$ cat config.mk
export PLATFORM = sky130hd
export DESIGN_NAME = conv_window_ctrl
export DESIGN_NICKNAME = d
export VERILOG_FILES = /design/src/rtl/conv_pkg.sv /design/src/rtl/conv_window_shift.sv /design/src/rtl/conv_window_ctrl.sv
export SDC_FILE = /design/constraint.sdc
export NUM_CORES = 1
export LEC_CHECK = 0
export CAP_MARGIN = 20
export CELL_PAD_IN_SITES_DETAIL_PLACEMENT = 0
export CELL_PAD_IN_SITES_GLOBAL_PLACEMENT = 1
export CORE_MARGIN = 2
export CORE_UTILIZATION = 29
export CTS_BUF_LIST = sky130_fd_sc_hd__clkbuf_4 sky130_fd_sc_hd__clkbuf_8 sky130_fd_sc_hd__clkbuf_16
export CTS_CLUSTER_SIZE = 28
export DETAILED_ROUTE_END_ITERATION = 8
export PLACE_DENSITY_LB_ADDON = 0.12
export SLEW_MARGIN = 20
export SYNTH_ARGS = -nofsm -noshare
export SYNTH_HDL_FRONTEND = slang
export SYNTH_SLANG_ARGS = --single-unit
$ cat constraint.sdc
create_clock -name clk_i -period 1.9 [get_ports clk_i]
set_clock_uncertainty 0.1 [all_clocks]
set_input_delay 0.38 -clock clk_i [delete_from_list [all_inputs] [get_ports clk_i]]
set_output_delay 0.38 -clock clk_i [all_outputs]
set_load 0.01 [all_outputs]
$ cat src/rtl/conv_pkg.sv
// Shared types for the convolution window controller: FSM state encoding and
// the index-width helper used to size the input index / weight address.
package conv_pkg;

    typedef enum logic [2:0] {
        FILL,
        START,
        MAC,
        BIAS,
        DONE
    } state_t;

    // Index must reach N (the bias slot), hence N+1 distinct values.
    function automatic int idx_width(input int kernel_height, input int kernel_width);
        return $clog2(kernel_height * kernel_width + 1);
    endfunction

endpackage

$ cat src/rtl/conv_window_shift.sv
// Sliding window of KERNEL_WIDTH input columns; column k is replaced by column k+1
// on load, the newest column enters at k = KERNEL_WIDTH-1.
module conv_window_shift #(
    parameter int WORD_SIZE     = 16,
    parameter int KERNEL_HEIGHT = 3,
    parameter int KERNEL_WIDTH  = 2
) (
    input  logic                                                clk_i,
    input  logic                                                clear_i,
    input  logic                                                load_i,
    input  logic [KERNEL_HEIGHT-1:0][WORD_SIZE-1:0]             data_i,
    output logic [KERNEL_HEIGHT-1:0][KERNEL_WIDTH-1:0][WORD_SIZE-1:0] window_o
);

    logic [KERNEL_HEIGHT-1:0][KERNEL_WIDTH-1:0][WORD_SIZE-1:0] window_reg;
    logic [KERNEL_HEIGHT-1:0][KERNEL_WIDTH-1:0][WORD_SIZE-1:0] window_next;

    genvar gi, gk;
    generate
        for (gi = 0; gi < KERNEL_HEIGHT; gi++) begin : g_row
            for (gk = 0; gk < KERNEL_WIDTH; gk++) begin : g_col
                if (gk == KERNEL_WIDTH - 1) begin : g_newest
                    assign window_next[gi][gk] = data_i[gi];
                end else begin : g_shift
                    assign window_next[gi][gk] = window_reg[gi][gk+1];
                end
            end
        end
    endgenerate

    always_ff @(posedge clk_i) begin
        if (clear_i) begin
            window_reg <= '0;
        end else if (load_i) begin
            window_reg <= window_next;
        end
    end

    assign window_o = window_reg;

endmodule

$ cat src/rtl/conv_window_ctrl.sv
// Window feeder and start/index/bias sequencer for one conv_node layer.
// Optional window counter enabled by defining CONV_WINDOW_CTRL_PERF_EN.
module conv_window_ctrl
    import conv_pkg::*;
#(
    parameter int WORD_SIZE     = 16,
    parameter int KERNEL_HEIGHT = 3,
    parameter int KERNEL_WIDTH  = 2,
    localparam int N            = KERNEL_HEIGHT * KERNEL_WIDTH,
    localparam int IDX_W        = idx_width(KERNEL_HEIGHT, KERNEL_WIDTH)
) (
    input  logic                                                      clk_i,
    input  logic                                                      reset_n_i,
    input  logic                                                      valid_i,
    output logic                                                      ready_o,
    input  logic [KERNEL_HEIGHT-1:0][WORD_SIZE-1:0]                   data_i,
    input  logic                                                      last_i,
    output logic [KERNEL_HEIGHT-1:0][KERNEL_WIDTH-1:0][WORD_SIZE-1:0] window_o,
    output logic                                                      start_o,
    output logic [IDX_W-1:0]                                          input_index_o,
    output logic                                                      add_bias_o,
    output logic [IDX_W-1:0]                                          weight_addr_o,
    output logic                                                      done_o,
    output logic                                                      last_o,
    output logic [31:0]                                               window_count_o
);

    localparam int FC_W = $clog2(KERNEL_WIDTH + 1);

    state_t           state_reg;
    logic [FC_W-1:0]  fill_cnt_reg;
    logic [FC_W-1:0]  fill_cnt_next;
    logic             last_flag_reg;
    logic             start_reg;
    logic [IDX_W-1:0] idx_reg;
    logic             add_bias_reg;
    logic             done_reg;
    logic             last_out_reg;
    logic             accept;

    // Gating with reset keeps ready low while reset is held and high right after.
    assign ready_o = (state_reg == FILL) && reset_n_i;
    assign accept  = valid_i && ready_o;

    always_comb begin
        fill_cnt_next = fill_cnt_reg;
        if (fill_cnt_reg != FC_W'(KERNEL_WIDTH)) begin
            fill_cnt_next = fill_cnt_reg + FC_W'(1);
        end
    end

    conv_window_shift #(
        .WORD_SIZE    (WORD_SIZE),
        .KERNEL_HEIGHT(KERNEL_HEIGHT),
        .KERNEL_WIDTH (KERNEL_WIDTH)
    ) u_shift (
        .clk_i   (clk_i),
        .clear_i (!reset_n_i),
        .load_i  (accept),
        .data_i  (data_i),
        .window_o(window_o)
    );

    always_ff @(posedge clk_i) begin
        if (!reset_n_i) begin
            state_reg     <= FILL;
            fill_cnt_reg  <= '0;
            last_flag_reg <= 1'b0;
            start_reg     <= 1'b0;
            idx_reg       <= '0;
            add_bias_reg  <= 1'b0;
            done_reg      <= 1'b0;
            last_out_reg  <= 1'b0;
        end else begin
            start_reg    <= 1'b0;
            add_bias_reg <= 1'b0;
            done_reg     <= 1'b0;
            last_out_reg <= 1'b0;
            case (state_reg)
                FILL: begin
                    if (accept) begin
                        fill_cnt_reg  <= fill_cnt_next;
                        last_flag_reg <= last_i;
                        if (fill_cnt_next == FC_W'(KERNEL_WIDTH)) begin
                            state_reg <= START;
                            start_reg <= 1'b1;
                            idx_reg   <= '0;
                        end
                    end
                end
                START: begin
                    state_reg <= MAC;
                    idx_reg   <= '0;
                end
                MAC: begin
                    if (idx_reg == IDX_W'(N - 1)) begin
                        state_reg    <= BIAS;
                        add_bias_reg <= 1'b1;
                        idx_reg      <= IDX_W'(N);
                    end else begin
                        idx_reg <= idx_reg + IDX_W'(1);
                    end
                end
                BIAS: begin
                    state_reg    <= DONE;
                    done_reg     <= 1'b1;
                    last_out_reg <= last_flag_reg;
                    idx_reg      <= '0;
                end
                DONE: begin
                    state_reg <= FILL;
                    // After a final column the next sequence starts from an empty window.
                    if (last_flag_reg) begin
                        fill_cnt_reg  <= '0;
                        last_flag_reg <= 1'b0;
                    end
                end
                default: begin
                    state_reg <= FILL;
                end
            endcase
        end
    end

    assign start_o       = start_reg;
    assign input_index_o = idx_reg;
    assign weight_addr_o = idx_reg;
    assign add_bias_o    = add_bias_reg;
    assign done_o        = done_reg;
    assign last_o        = last_out_reg;

`ifdef CONV_WINDOW_CTRL_PERF_EN
    logic [31:0] window_count_reg;

    // Counted on the BIAS->DONE edge so the value already includes the window
    // whose done_o is being shown.
    always_ff @(posedge clk_i) begin
        if (!reset_n_i) begin
            window_count_reg <= '0;
        end else if (state_reg == BIAS) begin
            window_count_reg <= window_count_reg + 32'd1;
        end
    end

    assign window_count_o = window_count_reg;
`else
    assign window_count_o = '0;
`endif

endmodule

==> results.cfg <==
[logic_synthesis]
ys_warn_count = 0
syn-cell-area_um2 = 4270
synth-seq-cells = 109
synth.avg_cell_area_um2 = 8.19
ys_types = 32
syn_inst = 521
seq_area_frac_synth_pct = 51.1

[power]
irDropWorstVdd_v = 0.000622
power.share.combinational_pct = 33.3
p_sw_share_pct = 32.3
p_total_mw = 7.54
pwr-share-clk_pct = 25.9
p_per_area_nw_per_um2 = 1220
pwr-share-seq_pct = 40.8
p_switching_mw = 2.43
internal-power_mw = 5.11
p_leak_nw = 2.24

[setup_path]
path_delay_family = flip-flops
startpoint_type = flip-flop
critPathRequiredTime_ns = 1.42
cp_num_buf_inv = 1
critPathArrivalTime_ns = 1.34
path_max_fanout = 2
rr_startpoint = state_reg[2]
worstSetupEndpointType = primary output
worstReg2RegEnd = u_shift.window_o[40]
regToRegSetupSlack_ns = 0.13
cp_slowest_cell = dfxtp_1
rr_worst_depth = 5
path_cells = nor4b_4 > dlygate4sd2_1
crit_type = flip-flop to primary output
slowest_delay_ns = 0.34

[global_routing]
grt_max_degree = 103
grt_usage_pct = 15.6
antenna_found_initial = 1
grt_pass1_wl_um = 20000
globalRouteOverflowTotal = 0
grt_pass1_vias = 3663

[routing]
post-route-drc-count = 0
drt-initial-drc-count = 264
wl_per_cell_um = 15.0
vias_per_cell = 4.68
wirelength_um = 12600
num_vias = 3937
drt_pass1_iterations = 4
drtAntennaViolNets = 0

[sta]
fin_ws_ns = 0.0848
final.period_utilization_pct = 95.5
hold_viol = 0
setup_violations = 0
slew_violations = 0
holdWs_ns = 0.300
rsz0062_at_grt = no
fmax_ghz = 0.551
finalSetupTns_ns = 0
fin_crit_ns = 1.82
slew_headroom_pct = 64.2
max_slew.worst_pin.slew_ns = 0.533

[min_path]
min_to = state_reg[0]
worstHoldPathCells = 3
hold_class = input pin to flip-flop
hp-start = valid_i

[floorplanning]
die-area_um2 = 15700
die_height_um = 125
start_util_pct = 29.5
io_pins = 191
die_w_um = 125
core_area_um2 = 14500
rows = 44

[clocking]
htree_num_levels = 3
cts_sinks = 109
insertion_delay_ns = 0.35
path_clk_slew_ns = 0.07
clk_path_buf_depth = 2
cts_root_buffer = clkbuf_16
cts_setup_buffers = 0
numCtsBuffers = 9
cts_tree = built

[placement]
hpwl_um = 7990
port_buffers = 158
pre_cts_ws_ns = 0.00737
place_congestion = 0.747

[layout]
drive_gt1_share_pct = 4.87
final_cell_mix = clkdlybuf4s50_1, dfxtp_1, nand2_1
largest_reg_flops = 96
syn2layout_area_growth_pct = 44.9
layout_commonest_cell = clkdlybuf4s50_1
final_core_util_pct = 42.7
nets = 708

[run_status]
status = completed

[job]
cap_violations = 0
[power by group through the flow]
stage	Combinational [mW]	Sequential (mW)	Clock (mW)
detailed placement	2.53	3.12	0
finish	2.51	3.08	1.95
global placement	2.52	3.11	0
CTS	2.53	3.08	2.03
floorplan	1.06	3.27	0
global route	2.73	3.14	2.12
[Yosys cell counts, drive strengths merged]
cell	count	area [µm²]
a211oi	1	7.51
nand4	1	6.26
nand2b	2	12.5
nor4b	1	15.0
xnor2	1	8.76
conb	1	3.75
nand3	98	490
a311oi	1	8.76
and4	1	8.76
or3b	1	8.76
nand3b	1	7.51
a21o	1	7.51
a211o	1	8.76
nor2	5	18.8
nor3	1	5.00
o41ai	2	17.5
and2	1	6.26
nor3b	2	15.0
nand2	99	372
buf	51	359
o211a	1	10.0
dfxtp	109	2180
o21ai	97	485
a21oi	4	20.0
ha	3	37.5
inv	6	22.5
a2111oi	1	8.76
clkbuf	28	114
[metal layers]
metal / GRT usage (%) / routed length, µm
met2: 23.2 / 5710
met4: 4.64 / 133
met5: 0 / 0
met3: 6.46 / 910
met1: 20.8 / 5860
[worst max path at each step]
stage               slack (ns)  depth (start not counted)             start                    to
floorplan                 0.36                          5   fill_cnt_reg[0]      input_index_o[2]
global placement          0.06                          6         reset_n_i  u_shift.window_o[31]
detailed placement       0.007                          6         reset_n_i  u_shift.window_o[45]
CTS                      0.007                          1  input_index_o[0]      weight_addr_o[0]
global route             0.009                          5   fill_cnt_reg[0]      input_index_o[2]
finish                    0.08                          2      state_reg[2]               ready_o
[what timing repair did]
item / CTS / global route
hold buffers: 0 / 0
gates resized for setup: 1 / 2
endpoints found under the setup margin: 1 / 18
[stage by stage]
stage / instance area, µm² / std cells
floorplan: 4380 / 552
global placement: 5870 / 826
detailed placement: 5870 / 826
CTS: 6180 / 841
global route: 6180 / 842
finish: 6180 / 842
[cells by family (layout without fill, tap and decap cells)]
kind of cell / count (synthesis) / in the layout / synth area share [%]
adders and majority gates: 3 / 3 / 0.880
xor gates and xnor gates: 1 / 1 / 0.205
AOI/OAI and AO/OA: 109 / 109 / 13.5
and+or+nand+nor: 213 / 213 / 22.6
buffers and inverters: 85 / 190 / 11.6
other: 1 / 33 / 0.0879
DFF: 109 / 109 / 51.1
[worst reg2reg max path, stage by stage, from the launching register on]
cell and delay [ns]:
dfxtp_1 0.34, nor4b_4 0.32, buf_6 0.24, and2_2 0.24
buf_12 0.25, o21ai_0 0.16
[layout make-up]
class / instances / area, µm²
well taps: 184 / 230
diodes: 1 / 2.50
multi-input cells: 358 / 1720
clock inverters: 1 / 30.0
repair buffers: 169 / 1720
fillers: 1463 / 8290
flip-flops and latches: 109 / 2180
inverters: 6 / 22.5
clock buffers: 14 / 275
No activity file was read; power rests on OpenSTA's default activity.
